## config.mk

```make
export PLATFORM = sky130hd
export DESIGN_NAME = jtgng_rom_arb
export DESIGN_NICKNAME = d
export VERILOG_FILES = /design/src/rtl/jtgng_rom_pkg.sv /design/src/rtl/jtgng_rom_slot.sv /design/src/rtl/jtgng_rom_arb.sv
export SDC_FILE = /design/constraint.sdc
export NUM_CORES = 1
export LEC_CHECK = 0
export BUFFER_PORTS_ARGS = -buffer_cell sky130_fd_sc_hd__buf_4
export CAP_MARGIN = 20
export CORE_ASPECT_RATIO = 1.75
export CORE_MARGIN = 5
export CORE_UTILIZATION = 53
export CTS_CLUSTER_SIZE = 24
export DETAILED_ROUTE_END_ITERATION = 10
export PLACE_DENSITY = 0.8
export SLEW_MARGIN = 30
export SYNTH_ARGS = -nofsm -noshare
export SYNTH_HDL_FRONTEND = slang
export SYNTH_SLANG_ARGS = --single-unit
export TNS_END_PERCENT = 5
```

## constraint.sdc

```tcl
create_clock -name clk -period 3.9 [get_ports clk]
set_clock_uncertainty 0.1 [all_clocks]
set_input_delay 0.39 -clock clk [delete_from_list [all_inputs] [get_ports clk]]
set_output_delay 0.39 -clock clk [all_outputs]
set_load 0.02 [all_outputs]
```

## src/rtl/jtgng_rom_pkg.sv

```systemverilog
// rtl/jtgng_rom_pkg.sv - shared types, defaults and round-robin helper for the ROM arbiter
package jtgng_rom_pkg;

  typedef enum logic [1:0] {
    IDLE,
    WAIT_ACK,
    WAIT_RDY
  } arb_state_e;

  localparam int DEF_AW    = 22;
  localparam int DEF_DW    = 32;
  localparam int MAX_SLOTS = 8;

  // First set bit of req at or after ptr, wrapping at n-1 -> 0. Returns 0 when req is empty.
  function automatic logic [2:0] rr_pick(input logic [MAX_SLOTS-1:0] req,
                                         input logic [2:0] ptr,
                                         input int n);
    logic [2:0] sel;
    logic       found;
    int         idx;
    sel   = '0;
    found = 1'b0;
    for (int k = 0; k < MAX_SLOTS; k++) begin
      idx = int'(ptr) + k;
      if (idx >= n) idx = idx - n;
      if (k < n && !found && req[idx[2:0]]) begin
        found = 1'b1;
        sel   = idx[2:0];
      end
    end
    return sel;
  endfunction

endpackage

```

## src/rtl/jtgng_rom_slot.sv

```systemverilog
// rtl/jtgng_rom_slot.sv - one-entry cache for a single ROM requester
module jtgng_rom_slot
  import jtgng_rom_pkg::*;
#(
  parameter int AW = DEF_AW,
  parameter int DW = DEF_DW
) (
  input  logic          clk,
  input  logic          rst,
  input  logic          cs,
  input  logic [AW-1:0] addr,
  input  logic          fill_we,
  input  logic [AW-1:0] fill_addr,
  input  logic [DW-1:0] fill_data,
  input  logic          invalidate,
  output logic          hit,
  output logic          ok,
  output logic [DW-1:0] dout
);

  logic          valid_q, valid_d;
  logic [AW-1:0] addr_q, addr_d;
  logic [DW-1:0] data_q, data_d;

  // Cache entry update: fill loads a new line, invalidate wins over fill
  always_comb begin
    valid_d = valid_q;
    addr_d  = addr_q;
    data_d  = data_q;
    if (fill_we) begin
      valid_d = 1'b1;
      addr_d  = fill_addr;
      data_d  = fill_data;
    end
    if (invalidate) valid_d = 1'b0;
  end

  // Cache entry registers
  always_ff @(posedge clk) begin
    if (rst) begin
      valid_q <= 1'b0;
      addr_q  <= '0;
      data_q  <= '0;
    end else begin
      valid_q <= valid_d;
      addr_q  <= addr_d;
      data_q  <= data_d;
    end
  end

  assign hit  = valid_q && (addr_q == addr);
  assign ok   = cs && hit;
  assign dout = data_q;

endmodule

```

## src/rtl/jtgng_rom_arb.sv

```systemverilog
// rtl/jtgng_rom_arb.sv - per-slot ROM caches sharing one SDRAM read port via round-robin
module jtgng_rom_arb
  import jtgng_rom_pkg::*;
#(
  parameter int SLOTS = 4,
  parameter int AW    = DEF_AW,
  parameter int DW    = DEF_DW
) (
  input  logic                clk,
  input  logic                rst,
  input  logic                downloading,
  input  logic [SLOTS-1:0]    slot_cs,
  input  logic [SLOTS*AW-1:0] slot_addr,
  output logic [SLOTS-1:0]    slot_ok,
  output logic [SLOTS*DW-1:0] slot_dout,
  output logic                sdram_req,
  output logic [AW-1:0]       sdram_addr,
  input  logic                sdram_ack,
  input  logic                data_rdy,
  input  logic [DW-1:0]       data_read,
  output logic                refresh_en
);

  localparam int PW = $clog2(SLOTS);

  arb_state_e      state_q, state_d;
  logic [PW-1:0]   win_q, win_d;
  logic [PW-1:0]   rr_q, rr_d;
  logic            req_q, req_d;
  logic [AW-1:0]   addr_q, addr_d;
  logic            refresh_q, refresh_d;
  logic            discard_q, discard_d;

  logic [SLOTS-1:0]     hit;
  logic [SLOTS-1:0]     pending;
  logic [SLOTS-1:0]     fill_we_v;
  logic                 inval;
  logic [MAX_SLOTS-1:0] pend8;
  logic [PW-1:0]        pick;
  logic                 capture;
  logic [AW-1:0]        addr_arr [SLOTS];

  genvar gi;
  generate
    for (gi = 0; gi < SLOTS; gi++) begin : g_slot
      assign addr_arr[gi] = slot_addr[gi*AW +: AW];
      jtgng_rom_slot #(
        .AW(AW),
        .DW(DW)
      ) u_slot (
        .clk        (clk),
        .rst        (rst),
        .cs         (slot_cs[gi]),
        .addr       (addr_arr[gi]),
        .fill_we    (fill_we_v[gi]),
        .fill_addr  (addr_q),
        .fill_data  (data_read),
        .invalidate (inval),
        .hit        (hit[gi]),
        .ok         (slot_ok[gi]),
        .dout       (slot_dout[gi*DW +: DW])
      );
    end
  endgenerate

  assign pending = slot_cs & ~hit;

  // Winner selection among missing slots, starting at the round-robin pointer
  always_comb begin
    pend8             = '0;
    pend8[SLOTS-1:0]  = pending;
    pick              = PW'(rr_pick(pend8, 3'(rr_q), SLOTS));
  end

  // Data returns either together with the ack or later while waiting for it
  assign capture = ((state_q == WAIT_ACK) && sdram_ack && data_rdy) ||
                   ((state_q == WAIT_RDY) && data_rdy);

  // State and datapath registers
  always_ff @(posedge clk) begin
    if (rst) begin
      state_q   <= IDLE;
      win_q     <= '0;
      rr_q      <= '0;
      req_q     <= 1'b0;
      addr_q    <= '0;
      refresh_q <= 1'b0;
      discard_q <= 1'b0;
    end else begin
      state_q   <= state_d;
      win_q     <= win_d;
      rr_q      <= rr_d;
      req_q     <= req_d;
      addr_q    <= addr_d;
      refresh_q <= refresh_d;
      discard_q <= discard_d;
    end
  end

  // Next-state logic: one SDRAM read in flight at a time
  always_comb begin
    state_d = state_q;
    case (state_q)
      IDLE:     if (!downloading && (|pending)) state_d = WAIT_ACK;
      WAIT_ACK: if (sdram_ack) state_d = data_rdy ? IDLE : WAIT_RDY;
      WAIT_RDY: if (data_rdy) state_d = IDLE;
      default:  state_d = IDLE;
    endcase
  end

  // Request, capture, invalidate and refresh outputs per state
  always_comb begin
    req_d     = req_q;
    addr_d    = addr_q;
    win_d     = win_q;
    rr_d      = rr_q;
    discard_d = discard_q;
    refresh_d = 1'b0;
    inval     = 1'b0;
    fill_we_v = '0;
    case (state_q)
      IDLE: begin
        discard_d = 1'b0;
        refresh_d = !downloading && (pending == '0);
        if (downloading) begin
          inval = 1'b1;
          req_d = 1'b0;
        end else if (|pending) begin
          win_d  = pick;
          addr_d = addr_arr[pick];
          req_d  = 1'b1;
        end
      end
      WAIT_ACK: begin
        if (downloading) discard_d = 1'b1;
        if (sdram_ack) req_d = 1'b0;
      end
      WAIT_RDY: begin
        if (downloading) discard_d = 1'b1;
      end
      default: req_d = 1'b0;
    endcase
    // A fetch overlapped by a ROM download is completed but never cached
    if (capture) begin
      if (!discard_q && !downloading) fill_we_v[win_q] = 1'b1;
      rr_d = (win_q == PW'(SLOTS-1)) ? '0 : win_q + PW'(1);
    end
  end

  assign sdram_req  = req_q;
  assign sdram_addr = addr_q;
  assign refresh_en = refresh_q;

endmodule

```

Yosys cells after proc, flatten, opt, wreduce, memory -nomap -nowiden

Index checks and enable logic that the tools add are counted.

Memory bits (read-only): 0
Output and inout bits: 156
RAM bits: 0
Latch bits: 0
Memories kept: 0
Flip-flop bits (word level): 251

Multipliers: 0
Bitwise gates (word level): 6
Equal/unequal tests: 12
Add/subtract/negate cells: 8
Divide/modulo/power cells: 0
Reduce and logical (&&, ||, !) cells: 35
$lt $le $gt $ge: 11
Muxes and demuxes: 40
Shifts and indexed selects: 0

Operators with widths:

| kind                  | count |
|---|---|
| $eq A22 B22 Y1        | 4 |
| $bmux W22 S2          | 1 |
| $mux W22              | 2 |
| $logic_and A1 B1 Y1   | 18 |
| $mux W2               | 9 |
| $lt A3 B4 Y1 const B  | 4 |
| $mux W1               | 14 |
| $bmux W1 S3           | 4 |
| $ge A3 B3 Y1 const B  | 4 |
| $mux W3               | 4 |
| $reduce_and A3 Y1     | 3 |
| $sub A3 B3 Y3 const B | 3 |
| $mux W4               | 2 |
| $add A2 B2 Y3 const B | 2 |
| $ne A2 B2 Y1 const B  | 3 |
| $pmux W2 S3           | 1 |
| $reduce_or A2 Y1      | 3 |
| $logic_not A1 Y1      | 5 |
| $and A4 B4 Y4         | 1 |
| $eq A2 B2 Y1 const B  | 2 |
| $logic_not A4 Y1      | 1 |
| $not A4 Y4            | 1 |
| $reduce_or A4 Y1      | 1 |
| $add A2 B1 Y3 const B | 1 |
| other kinds (17)      | 19 |

Logic depth before layout (Yosys ltp)

Depth after elaboration: 20
Gate-level depth with buffers: 13

Hierarchy

A second synthesis with hierarchy kept.

Cells, all modules: 1069
Area, all modules: 11061.9 um2

By module, submodules not included:

| module         | times used | cells an instance | area each (um2) | sequential area each (um2) |
|---|---|---|---|---|
| jtgng_rom_slot | 4          | 209               | 2200.9          | 1101.1 |
| jtgng_rom_arb  | 1          | 233               | 2258.4          | 620.6 |

Worst setup path before layout

No wires, ideal clock.

Path kind: input -> register
Start point: input slot_addr[54]
End point: register addr_q[11] (netlist: sdram_addr[11])
Setup time: 0.112 ns
Slack: 0.714 ns
Path buffers: 3
Data arrival time: 2.974 ns
Cell stages on the path: 13
Data required time: 3.688 ns
Cells stage by stage: xor2_1 > nor4_1 > nand4_1 > o41a_1 > buf_2 > a22o_1 > nand3b_1 > a32o_2 > and2_4 > buf_12 > buf_12 > mux2i_1 > a2111oi_1

Word-level cells in the longest chain between the ends: 20
Elaborated cells on any way between the ends: 31

RTL lines:

| what                                         | line                 | RTL |
|---|---|---|
| start: declaration                           | jtgng_rom_arb.sv:13  | `input logic [SLOTS*AW-1:0] slot_addr,` |
| $eq A22 B22 Y1 *                             | jtgng_rom_slot.sv:51 | `assign hit = valid_q && (addr_q == addr);` |
| $logic_and A1 B1 Y1 *                        | jtgng_rom_slot.sv:51 |  |
| $not A4 Y4 *                                 | jtgng_rom_arb.sv:66  | `assign pending = slot_cs & ~hit;` |
| $and A4 B4 Y4 *                              | jtgng_rom_arb.sv:66  |  |
| $bmux W1 S3                                  | jtgng_rom_pkg.sv:26  | `if (k < n && !found && req[idx[2:0]]) begin` |
| $mux W1 (not written as such)                | jtgng_rom_pkg.sv:26  |  |
| $mux W1                                      | jtgng_rom_pkg.sv:26  |  |
| $logic_not A1 Y1                             | jtgng_rom_pkg.sv:26  |  |
| (+3 left out)                                | -                    |  |
| $logic_and A1 B1 Y1                          | jtgng_rom_pkg.sv:26  |  |
| $mux W1                                      | jtgng_rom_pkg.sv:26  |  |
| $logic_not A1 Y1                             | jtgng_rom_pkg.sv:26  |  |
| $logic_and A1 B1 Y1                          | jtgng_rom_pkg.sv:26  |  |
| $mux W2                                      | jtgng_rom_pkg.sv:26  |  |
| $not A2 Y3 (not written as such)             | jtgng_rom_arb.sv:130 | `addr_d = addr_arr[pick];` |
| $bmux W22 S2                                 | jtgng_rom_arb.sv:130 |  |
| $mux W22 (not written as such) (2 in series) | jtgng_rom_arb.sv:130 |  |
| end signal: assignment                       | jtgng_rom_arb.sv:94  | `addr_q <= addr_d;` |
| end: declaration                             | jtgng_rom_arb.sv:30  | `logic [AW-1:0] addr_q, addr_d;` |

Every way passes the cells marked *; elsewhere a longest branch is shown, timed or not. The select of a mux whose other input is x is not followed.
A chain may end at the register's enable or synchronous reset.

Worst setup path in the final report

Start point: register g_slot[2].u_slot.addr_q[6]
End point: register addr_q[16] (netlist: sdram_addr[16])

Word-level cells in the longest chain between the ends: 20
Elaborated cells on any way between the ends: 31

RTL lines:

| what                                         | line                 | RTL |
|---|---|---|
| start: declaration                           | jtgng_rom_slot.sv:22 | `logic [AW-1:0] addr_q, addr_d;` |
| start signal: assignment                     | jtgng_rom_slot.sv:46 | `addr_q <= addr_d;` |
| $eq A22 B22 Y1 *                             | jtgng_rom_slot.sv:51 |  |
| $logic_and A1 B1 Y1 *                        | jtgng_rom_slot.sv:51 |  |
| $not A4 Y4 *                                 | jtgng_rom_arb.sv:66  |  |
| $and A4 B4 Y4 *                              | jtgng_rom_arb.sv:66  |  |
| $bmux W1 S3                                  | jtgng_rom_pkg.sv:26  |  |
| $mux W1 (not written as such)                | jtgng_rom_pkg.sv:26  |  |
| $mux W1                                      | jtgng_rom_pkg.sv:26  |  |
| $logic_not A1 Y1                             | jtgng_rom_pkg.sv:26  |  |
| (+3 left out)                                | -                    |  |
| $logic_and A1 B1 Y1                          | jtgng_rom_pkg.sv:26  |  |
| $mux W1                                      | jtgng_rom_pkg.sv:26  |  |
| $logic_not A1 Y1                             | jtgng_rom_pkg.sv:26  |  |
| $logic_and A1 B1 Y1                          | jtgng_rom_pkg.sv:26  |  |
| $mux W2                                      | jtgng_rom_pkg.sv:26  |  |
| $not A2 Y3 (not written as such)             | jtgng_rom_arb.sv:130 |  |
| $bmux W22 S2                                 | jtgng_rom_arb.sv:130 |  |
| $mux W22 (not written as such) (2 in series) | jtgng_rom_arb.sv:130 |  |

Marks and branches as above.

==> flow_summary.json <==
{
  "status": "finished, final reports clean",
  "first_pass_iters": 5,
  "grt_overflow": 0,
  "wl_per_cell_um": 19.8,
  "grt_pass1_vias": 10309,
  "final_util_pct": 68.9,
  "power.leakage_uw": 0.00534,
  "post-dp-hpwl_mm": 26.3,
  "antenna_found_initial": 0,
  "max_freq_mhz": 272,
  "endpoint_kind": "register",
  "numCtsBuffers": 23,
  "finalMaxSlewViolations": 0,
  "setup_tns_ps": 0,
  "grt_pass1_wl_mm": 56.0,
  "dieWidth_um": 118,
  "post-route-min-period_ps": 3680,
  "critPathMaxFanout": 9,
  "tritoncts": "built",
  "powerDensity_mw_per_mm2": 418,
  "core-area_sq_mm": 0.0202,
  "rsz0062_at_grt": "no",
  "final_cell_area_sq_mm": 0.0139,
  "slew_headroom_pct": 46.7,
  "viasPerCell": 5.69,
  "nNetsFinal": 1726,
  "drive_gt1_share_pct": 23.4,
  "row_count": 69,
  "drt_iter0_drc": 835,
  "worstSkewPairLatency_ps": 510,
  "yosysSeqAreaShare_pct": 46.7,
  "crit_type": "reg -> reg",
  "grt_usage_pct": 29.6,
  "diodes": 0,
  "io-pin-count": 285,
  "root_buffer": "clkbuf_16",
  "hold_class": "in -> reg",
  "synth.ff_latch_count": 251,
  "clock-sinks": 251,
  "ant_nets": 0,
  "synth.cell_area_sq_mm": 0.0108,
  "drv_cap": 0,
  "areaGrowthSynthToFinish_pct": 29.4,
  "setup_viol": 0,
  "fp.dieH_um": 198,
  "placed_area_sq_mm": 0.0131,
  "cts.path.max_buffers": 3,
  "syn_inst": 1344,
  "startpoint_type": "register",
  "grt_max_degree": 134,
  "ys_warn_count": 0,
  "postSynthAreaPerCell_sq_um": 8.01,
  "start_util_pct": 53.3,
  "fin_crit_sh_pct": 94.3,
  "synth_nets": 1481,
  "worstPathArrival_ps": 3960,
  "routed_wl_mm": 36.7,
  "cts_setup_buffers": 0,
  "gp_congestion": 0.963,
  "tightest_slew_ps": 799,
  "h-tree-depth": 1,
  "clk_pin_slew_ps": 70,
  "drc": 0,
  "hold_viol": 0,
  "synth_cell_types": 49,
  "io_buffer_count": 284,
  "die_area_sq_mm": 0.0234,
  "max-vdd-ir-drop_uv": 370,
  "critPathRequiredTime_ps": 4190,
  "num_vias": 10531
}
## what timing repair did
| action | 4_1_cts | 5_1_grt |
|---|---|---|
| setup endpoints to repair | 0 | 1 |
| hold buffers | 0 | 0 |
| resized for setup | 0 | 1 |
## state kept, by name (all words and copies together), names as in the netlist
register,cells
discard_q,1
g_slot.u_slot.addr_q,88
g_slot.u_slot.dout,128
g_slot.u_slot.valid_q,4
refresh_en,1
rr_q,2
sdram_addr,22
sdram_req,1
state_q,2
win_q,2
## kinds of logic (layout without fill, tap and decap cells)
kind of cell / count (synthesis) / after routing / share of synthesized area [%]
xor+xnor: 88 / 88 / 7.16
simple gates: 540 / 540 / 20.1
fa+ha+maj: 8 / 8 / 0.930
flops: 251 / 251 / 46.7
mux: 25 / 25 / 2.34
buf+inv: 107 / 367 / 4.47
compound gates: 325 / 325 / 18.3
## worst paths after layout
path                                   start                   endpoint  slack, ps  cells past startpoint
hold reg to reg     g_slot[2].u_slot.dout[2]   g_slot[2].u_slot.dout[2]        350                      2
hold / removal                 data_read[20]  g_slot[0].u_slot.dout[20]         40                      3
setup / recovery  g_slot[2].u_slot.addr_q[6]             sdram_addr[16]        220                     13
setup reg to reg  g_slot[2].u_slot.addr_q[6]             sdram_addr[16]        220                     13
## where the power goes
part           switching, uW  total (uW)  internal, uW
Sequential              75.9        2680          2610
Combinational            415         724           309
Clock                    992        2410          1410
Total                   1480        5810          4330
## synthesized netlist by cell type (all sizes together)
master   instances  area [sq um]
a2111oi         22           249
a211oi          26           195
a21boi          22           165
a21o             3          22.5
a21oi          225          1130
a221oi           2          23.8
a22o             1          8.76
a22oi            1          7.51
a2bb2o           1          11.3
a31o             2          17.5
a31oi            2          12.5
a32o             1          11.3
a32oi            1          8.76
a41oi            1          8.76
and2             6          40.0
and4             1          8.76
buf             18           146
clkbuf          76           285
clkinv           1          3.75
dfxtp          251          5020
ha               8           100
inv             12          45.0
mux2             1          11.3
mux2i           24           240
nand2          442          1660
nand2b           2          12.5
nand3            3          15.0
nand3b           1          7.51
nand4           20           125
nor2            42           158
nor2b            2          12.5
nor3             7          35.0
nor3b            1          7.51
nor4             8          50.1
o21a             6          45.0
o21ai            8          40.0
o41a             1          11.3
or3              1          6.26
or4              4          30.0
xnor2           65           569
xor2            23           201
## routing by layer
metal,vias to the layer above,global-route usage (%),part of all wire [%]
met1,4916,31.9,35
met3,150,6.46,7.5
li1,4995,-,-
met4,0,21.3,8.1
met2,470,50.9,50
met5,-,0,0
## worst max-delay path: stages (launching register included)
cell and delay, ps:
dfxtp_1 320, xor2_1 190, nor4_1 280, buf_4 150, nand4_1 130, o41a_1 600, buf_4 220, a22o_1 210
nand3b_1 160, a32o_2 260, and2_4 170, buf_4 170, mux2i_1 150, a2111oi_2 430
## layout by cell type, fill, tap and decap left out, types with 22 or more instances in the layout
cell type,netlist,final
xor2_1,23,23
xnor2_1,65,65
nor2_1,42,41
a211oi_1,26,25
buf_4,6,306
nand2_1,442,438
a21boi_0,22,22
dfxtp_1,251,251
clkbuf_16,0,23
mux2i_1,24,24
a21oi_1,225,225
## stage by stage
stage	cells	hold WS (ps)	setup slack, ps	power, uW
floorplan	1344	340	714	3100
detailed placement	1812	347	96.5	3450
global placement	1812	342	149	3440
global route	1852	34.8	38.1	5990
finish	1852	43.5	223	5810
CTS	1852	31.0	227	5830
## final cells by class
cell class / instances / area (sq um)
clock buffers: 30 / 672
well taps: 248 / 310
flip-flops and latches: 251 / 5020
inverters: 13 / 48.8
multi-input cells: 986 / 5280
repair buffers: 314 / 2450
fillers: 1677 / 6280
clock inverters: 10 / 139
(Power assumes the default switching activity.)
